`src/rtl/fg_pkg.sv`:
```
`default_nettype none
// +----------------------------------------------------------------------------+
// | Package : fg_pkg                                                           |
// | Brief   : Shared types and sizing helpers for the FG CORDIC scheduler.     |
// | Rev     : 1.0  initial release                                             |
// +----------------------------------------------------------------------------+
package fg_pkg;

    // Widest channel index supported (NUM_CH up to 16).
    localparam int c_ch_w_max = 4;

    typedef struct packed {
        logic                  valid;
        logic [c_ch_w_max-1:0] ch;
    } tag_t;

    function automatic int ch_width(input int num_ch);
        return (num_ch <= 2) ? 1 : $clog2(num_ch);
    endfunction

    // Input register plus (bitwidth-1) rotation iterations.
    function automatic int cordic_latency(input int bitwidth);
        return bitwidth;
    endfunction

endpackage
`default_nettype wire

```
`src/rtl/fg_rr_arbiter.sv`:
```
`default_nettype none
// +----------------------------------------------------------------------------+
// | Module : fg_rr_arbiter                                                     |
// | Brief  : Combinational round-robin arbiter, first requester at or above    |
// |          the pointer wins, wrapping to the lowest requester otherwise.     |
// | Rev    : 1.0  initial release                                              |
// +----------------------------------------------------------------------------+
module fg_rr_arbiter
    import fg_pkg::*;
#(
    parameter  int NUM_CH = 4,
    localparam int c_ch_w = ch_width(NUM_CH)
) (
    input  logic [NUM_CH-1:0] i_req,
    input  logic [c_ch_w-1:0] i_pointer,
    input  logic              i_advance,
    output logic [NUM_CH-1:0] o_grant,
    output logic [c_ch_w-1:0] o_winner,
    output logic [c_ch_w-1:0] o_next_pointer
);

    logic              w_hit_hi;
    logic              w_hit_any;
    logic [c_ch_w-1:0] w_win_hi;
    logic [c_ch_w-1:0] w_win_any;

    // Descending scan so the lowest qualifying index is the last one written.
    always_comb begin
        w_hit_hi  = 1'b0;
        w_win_hi  = '0;
        w_hit_any = 1'b0;
        w_win_any = '0;
        for (int j = NUM_CH - 1; j >= 0; j--) begin
            if (i_req[j]) begin
                w_hit_any = 1'b1;
                w_win_any = c_ch_w'(j);
                if (c_ch_w'(j) >= i_pointer) begin
                    w_hit_hi = 1'b1;
                    w_win_hi = c_ch_w'(j);
                end
            end
        end
    end

    assign o_winner = w_hit_hi ? w_win_hi : w_win_any;

    always_comb begin
        o_grant = '0;
        for (int j = 0; j < NUM_CH; j++) begin
            o_grant[j] = i_advance && w_hit_any && (o_winner == c_ch_w'(j));
        end
    end

    assign o_next_pointer = (o_winner == c_ch_w'(NUM_CH - 1)) ? '0 : o_winner + c_ch_w'(1);

endmodule
`default_nettype wire

```
`src/rtl/fg_cordic_scheduler.sv`:
```
`default_nettype none
// +----------------------------------------------------------------------------+
// | Module : fg_cordic_scheduler                                               |
// | Brief  : Time-shares one pipelined CORDIC between NUM_CH function          |
// |          generator channels; results return tagged with their channel.    |
// | Rev    : 1.0  initial release                                              |
// +----------------------------------------------------------------------------+
module fg_cordic_scheduler
    import fg_pkg::*;
#(
    parameter  int BITWIDTH       = 8,
    parameter  int BITWIDTH_PHASE = 10,
    parameter  int NUM_CH         = 4,
    parameter  int LATENCY        = cordic_latency(BITWIDTH),
    localparam int c_ch_w         = ch_width(NUM_CH)
) (
    input  logic                         clk_i,
    input  logic                         rstn_i,
    input  logic                         clk_en_i,
    input  logic                         enable_i,
    input  logic [NUM_CH-1:0]            req_i,
    input  logic [NUM_CH*BITWIDTH_PHASE-1:0] phase_i,
    input  logic [NUM_CH*BITWIDTH-1:0]   amp_i,
    output logic [NUM_CH-1:0]            ack_o,
    output logic                         cordic_clk_en_o,
    output logic [BITWIDTH_PHASE-1:0]    cordic_phase_o,
    output logic [BITWIDTH-1:0]          cordic_x_o,
    output logic [BITWIDTH-1:0]          cordic_y_o,
    input  logic [BITWIDTH:0]            cordic_cos_i,
    input  logic [BITWIDTH:0]            cordic_sin_i,
    output logic                         res_valid_o,
    output logic [c_ch_w-1:0]            res_ch_o,
    output logic [BITWIDTH:0]            res_cos_o,
    output logic [BITWIDTH:0]            res_sin_o,
    output logic                         idle_o
);

    logic [c_ch_w-1:0] r_ptr;
    logic [c_ch_w-1:0] w_winner;
    logic [c_ch_w-1:0] w_next_ptr;
    logic [NUM_CH-1:0] w_ack;
    logic              w_advance;
    logic              w_grant;
    logic              w_busy;
    logic              w_unused_ch;
    tag_t              r_tag [LATENCY];

    logic              r_res_valid;
    logic [c_ch_w-1:0] r_res_ch;
    logic [BITWIDTH:0] r_res_cos;
    logic [BITWIDTH:0] r_res_sin;

    assign w_advance = clk_en_i & enable_i;

    fg_rr_arbiter #(
        .NUM_CH (NUM_CH)
    ) u_arb (
        .i_req          (req_i),
        .i_pointer      (r_ptr),
        .i_advance      (w_advance),
        .o_grant        (w_ack),
        .o_winner       (w_winner),
        .o_next_pointer (w_next_ptr)
    );

    assign w_grant         = |w_ack;
    assign ack_o           = w_ack;
    assign cordic_clk_en_o = clk_en_i;
    assign cordic_y_o      = '0;

    // One-hot mux: the CORDIC registers the granted slice on the grant edge.
    always_comb begin
        cordic_phase_o = '0;
        cordic_x_o     = '0;
        for (int j = 0; j < NUM_CH; j++) begin
            if (w_ack[j]) begin
                cordic_phase_o = phase_i[j*BITWIDTH_PHASE +: BITWIDTH_PHASE];
                cordic_x_o     = amp_i[j*BITWIDTH +: BITWIDTH];
            end
        end
    end

    always_ff @(posedge clk_i or negedge rstn_i) begin
        if (!rstn_i) begin
            r_ptr <= '0;
            for (int k = 0; k < LATENCY; k++) begin
                r_tag[k] <= '0;
            end
        end else if (clk_en_i) begin
            if (w_grant) begin
                r_ptr <= w_next_ptr;
            end
            r_tag[0] <= tag_t'{valid: w_grant, ch: c_ch_w_max'(w_winner)};
            for (int k = 1; k < LATENCY; k++) begin
                r_tag[k] <= r_tag[k-1];
            end
        end
    end

    always_ff @(posedge clk_i or negedge rstn_i) begin
        if (!rstn_i) begin
            r_res_valid <= 1'b0;
            r_res_ch    <= '0;
            r_res_cos   <= '0;
            r_res_sin   <= '0;
        end else if (clk_en_i && r_tag[LATENCY-1].valid) begin
            r_res_valid <= 1'b1;
            r_res_ch    <= r_tag[LATENCY-1].ch[c_ch_w-1:0];
            r_res_cos   <= cordic_cos_i;
            r_res_sin   <= cordic_sin_i;
        end else begin
            r_res_valid <= 1'b0;
        end
    end

    // Tag index is stored at the package-wide width; only c_ch_w bits matter.
    assign w_unused_ch = ^r_tag[LATENCY-1].ch;

    always_comb begin
        w_busy = w_grant;
        for (int k = 0; k < LATENCY; k++) begin
            w_busy |= r_tag[k].valid;
        end
    end

    assign idle_o      = ~w_busy;
    assign res_valid_o = r_res_valid;
    assign res_ch_o    = r_res_ch;
    assign res_cos_o   = r_res_cos;
    assign res_sin_o   = r_res_sin;

endmodule
`default_nettype wire

```
`config.mk`:
```
export PLATFORM = sky130hd
export DESIGN_NAME = fg_cordic_scheduler
export DESIGN_NICKNAME = d
export VERILOG_FILES = /design/src/rtl/fg_pkg.sv /design/src/rtl/fg_rr_arbiter.sv /design/src/rtl/fg_cordic_scheduler.sv
export SDC_FILE = /design/constraint.sdc
export NUM_CORES = 1
export LEC_CHECK = 0
export CAP_MARGIN = 20
export CORE_UTILIZATION = 35
export CTS_CLUSTER_DIAMETER = 60
export DETAILED_ROUTE_END_ITERATION = 6
export GPL_TIMING_DRIVEN = 0
export HOLD_SLACK_MARGIN = 0.1
export PLACE_DENSITY = 0.77
export SLEW_MARGIN = 20
export SYNTH_ARGS = -nofsm -noshare
export SYNTH_HDL_FRONTEND = slang
export SYNTH_SLANG_ARGS = --single-unit
export TNS_END_PERCENT = 10
```
`constraint.sdc`:
```
create_clock -name clk_i -period 2.44 [get_ports clk_i]
set_input_delay 0.488 -clock clk_i [delete_from_list [all_inputs] [get_ports clk_i]]
set_output_delay 0.488 -clock clk_i [all_outputs]
set_load 0.02 [all_outputs]
```
==> results.md <==
* R2R setup slack at about 0.67 ns
* Largest net degree at the start of global routing at 33
* Initial antenna violation count at 0
* Relative area change from synthesis to final layout at 76.7%
* Endpoint required time on the critical path at 1.95 ns
* Initial core utilization at 0.368
* Most numerous cell in the Yosys netlist: dfrtp_1
* Area of the die at roughly 0.0081 mm2
* Fraction of synthesized area in multiplexers at 0.190
* Violation count after the first detailed-routing iteration at 43
* Sequential share of the synthesized area at 0.434
* Final Core Density at 0.650
* Max-cap viol count at 0
* XOR/XNOR Fraction of Synth Area at 0
* Number of design rule violations left after detail routing at 0
* Kind of capture point of the worst setup path: primary output
* Crit path kind: register to primary output
* Fmax achieved at 345 MHz
* Worst Setup Slack, final at -0.461 ns
* CTS H-Tree Depth at 2
* Combinational family with the most area after synthesis: multiplexers
* Number of slew-limit violations in the final report at 0
* Worst min-delay path category: input pin to asynchronous set/reset pin
* CTS tree: built
* Yosys top cell area share at 0.434
* Worst hold-check slack at about 0.11 ns
* Violations in the final reports: negative setup slack
* Average routed wire per standard cell at 15.3 um
* Netlist area before placement at about 0.0027 mm2
* VDD IR-drop max at between 0.0007 and 0.0008 V
* Simple logic cell fraction of the synthesized area at 0.124
* Timing startpoint of the critical path: r_ptr[1]$_DFFE_PN0P_
* Worst path slowest cell: dfrtp_2
* # setup viols final at 22
* Antenna diodes at 0
* Clock Pin Slew Worst Setup and Hold Paths at around 0.080 ns
* Status: finished with violations
* TritonRoute pass-1 iters at 4
* Filler cell count at between 500 and 600
* Max incr delay on CP at about 0.47 ns
* Setup slack after placement at -1.44 ns
* Synthesis-stage register bit count at 47
* Post-Syn Instances at 247
* Cell count of the worst reg-to-reg path at 4
* Global-route wire length before repair at between 10000 and 15000 um
* Count of endpoints failing hold in the final timing report at 0
* Vias per Instance at 4.86
* Total design power at between 0.004 and 0.005 W
* Compound-gate portion of the synthesized area at 0.159
* Synth Area in Adders at 0.0185
* Final weighted congestion of routability-driven global placement at between 0.8 and 0.9
* Total number of yosys warnings at 0
* Grt ovf at 0
* TritonCTS Buffers at 5
* Pwr dens at 949 mW/mm2
* Half-perimeter wire length after detailed placement at just under 6000 um
* Leakage Power at around 2.2 nW
* Setup crit start kind: register
* Total via count after detailed routing at 2489
* Gr usage total at 0.193
* Count of flip-flops with a built-in enable after synthesis at 0
* Cell-by-cell listing of the critical path: mux2_4, o221a_4, inv_4, ha_4, buf_12, clkinv_8, buf_12, o221ai_2, a21oi_2, buf_4
* Max FO, Critical Path at 10
* Reg2Reg Launch Point: r_ptr[1]$_DFFE_PN0P_
* Cell type with the highest occurrence count on the critical path: buf_12
* Setup repair after global routing missed its margin: yes
* Fin Clk Skew at between 0.007 and 0.008 ns
* Vias in the first global route at ~2600
* Share of the clock period used by the worst path after layout at 1.19
* Capture point of the worst reg-to-reg path: r_ptr[1]$_DFFE_PN0P_
* Skew-Pair Late Insertion Delay at slightly below 0.3 ns
* Area contributors post-synth: dfrtp_1 (43%), mux2_2 (18%), and3b_1 (5.8%)
* Syn Area/Cell at 11.0 um2
* Ranking of synthesized cells by instance count: dfrtp_1 (47), mux2_2 (43), nand2_1 (21)
* Dominant synthesized flop cell: dfrtp_1
* Core Area at between 0.007 and 0.008 mm2
* Post-route minimum period at about 2.9 ns
* Num ports at approximately 150
* Y dimension of the die at ~90 um
* Placed cell area at ~0.0045 mm2
* TritonCTS sink count at 47
* Std cell rows at 31
* Cell variety after synth at 33
* # port buffers at ~140
* Drt total wl at 7820 um
* End of the critical path: cordic_phase_o[1]
* Number of nets in the layout at approximately 510
* Number of nets with antenna violations after detailed routing at 0
* Horizontal die dimension at between 90 and 100 um
* Worst Path Arrival at 2.41 ns
* Layout cell share with drive strength beyond 1 at 0.380
* Async set-or-reset flop fraction in the synthesized netlist at 1.00
* Clk Tree Root Cell: clkbuf_8
* Synth area leader: dfrtp_1
* Clock Tree Buf Depth at 2
* Final instance area at about 0.0048 mm2
## sequential cells by signal, summed over array words and instances (netlist names)
signal,cells
res_valid_o,1
r_tag,24
res_ch_o,2
res_cos_o,9
r_ptr,2
res_sin_o,9
## worst min-delay path by stage
stage,to,from
floorplan,r_ptr[0]$_DFFE_PN0P_,rstn_i
global placement,r_tag[36]$_DFFE_PN0P_,r_tag[36]$_DFFE_PN0P_
detailed placement,res_sin_o[7]$_DFFE_PN0P_,rstn_i
CTS,res_sin_o[7]$_DFFE_PN0P_,rstn_i
global route,res_cos_o[3]$_DFFE_PN0P_,rstn_i
finish,res_cos_o[3]$_DFFE_PN0P_,rstn_i
## report_power, final
part	switching [W]	internal (W)
logic	0.00122	0.00157
registers	0.000201	0.00112
clock network	0.000234	0.000201
## cell families after synthesis
kind of cell | Yosys count
DFF | 47
buffers and inverters | 37
other | 1
muxes | 45
and+or+nand+nor | 53
adders and majority gates | 4
AOI/OAI and AO/OA | 60
## critical path: cells and delay by family (launching register included)
family / cells / cell delay [ns]
multiplexers: 1 / 0.32
flip-flops: 1 / 0.47
buffers and inverters: 5 / 0.61
AO/OA/AOI/OAI: 3 / 0.57
adder cells (fa/ha/maj): 1 / 0.14
## repair_timing
item,in CTS,in global routing
setup endpoints to repair,23,23
buffers inserted,7,2
gates cloned,1,0
pin swaps,11,7
resized for setup,141,6
hold buffers,0,0
## layer usage
layer,part of all wire,vias up,GRT usage
met2,0.48,100,0.334
li1,-,1215,-
met3,0.063,5,0.0431
met1,0.45,1169,0.248
met4,0.0072,0,0.0336
met5,0,-,0
## area by class of cell
type / count / area (um2) / area share
Sequential cell: 47 / 1180 / 0.246
Inverter: 10 / 65.1 / 0.0136
Timing Repair Buffer: 152 / 1490 / 0.311
Tap cell: 99 / 124 / 0.0259
Clock buffer: 7 / 76.3 / 0.0159
Multi-Input combinational cell: 170 / 1560 / 0.326
Buffer: 26 / 292 / 0.0609
Clock inverter: 1 / 5.00 / 0.00104
## through the flow
stage	TNS, ns	instances
6_report	-8.26	512
5_1_grt	-10.64	512
4_1_cts	-8.86	510
3_5_place_dp	-28.25	495
3_3_place_gp	-43.85	494
2_1_floorplan	-1.15	254
## layout by cell type, fill, tap and decap left out, types with 3 or more instances in the layout
cell type / instances
clkdlybuf4s50_1: 113
dfrtp_1: 45
mux2_2: 42
buf_4: 25
nand2_1: 21
and3b_1: 18
a21o_1: 18
buf_2: 13
o221ai_2: 11
a21oi_2: 11
buf_6: 8
clkbuf_8: 8
conb_1: 8
o221ai_1: 7
a21oi_1: 7
inv_1: 6
buf_12: 6
mux2_4: 3
clkbuf_16: 3
ha_4: 3
dlygate4sd2_1: 3
Note: power is estimated with default switching activity, not from simulation.
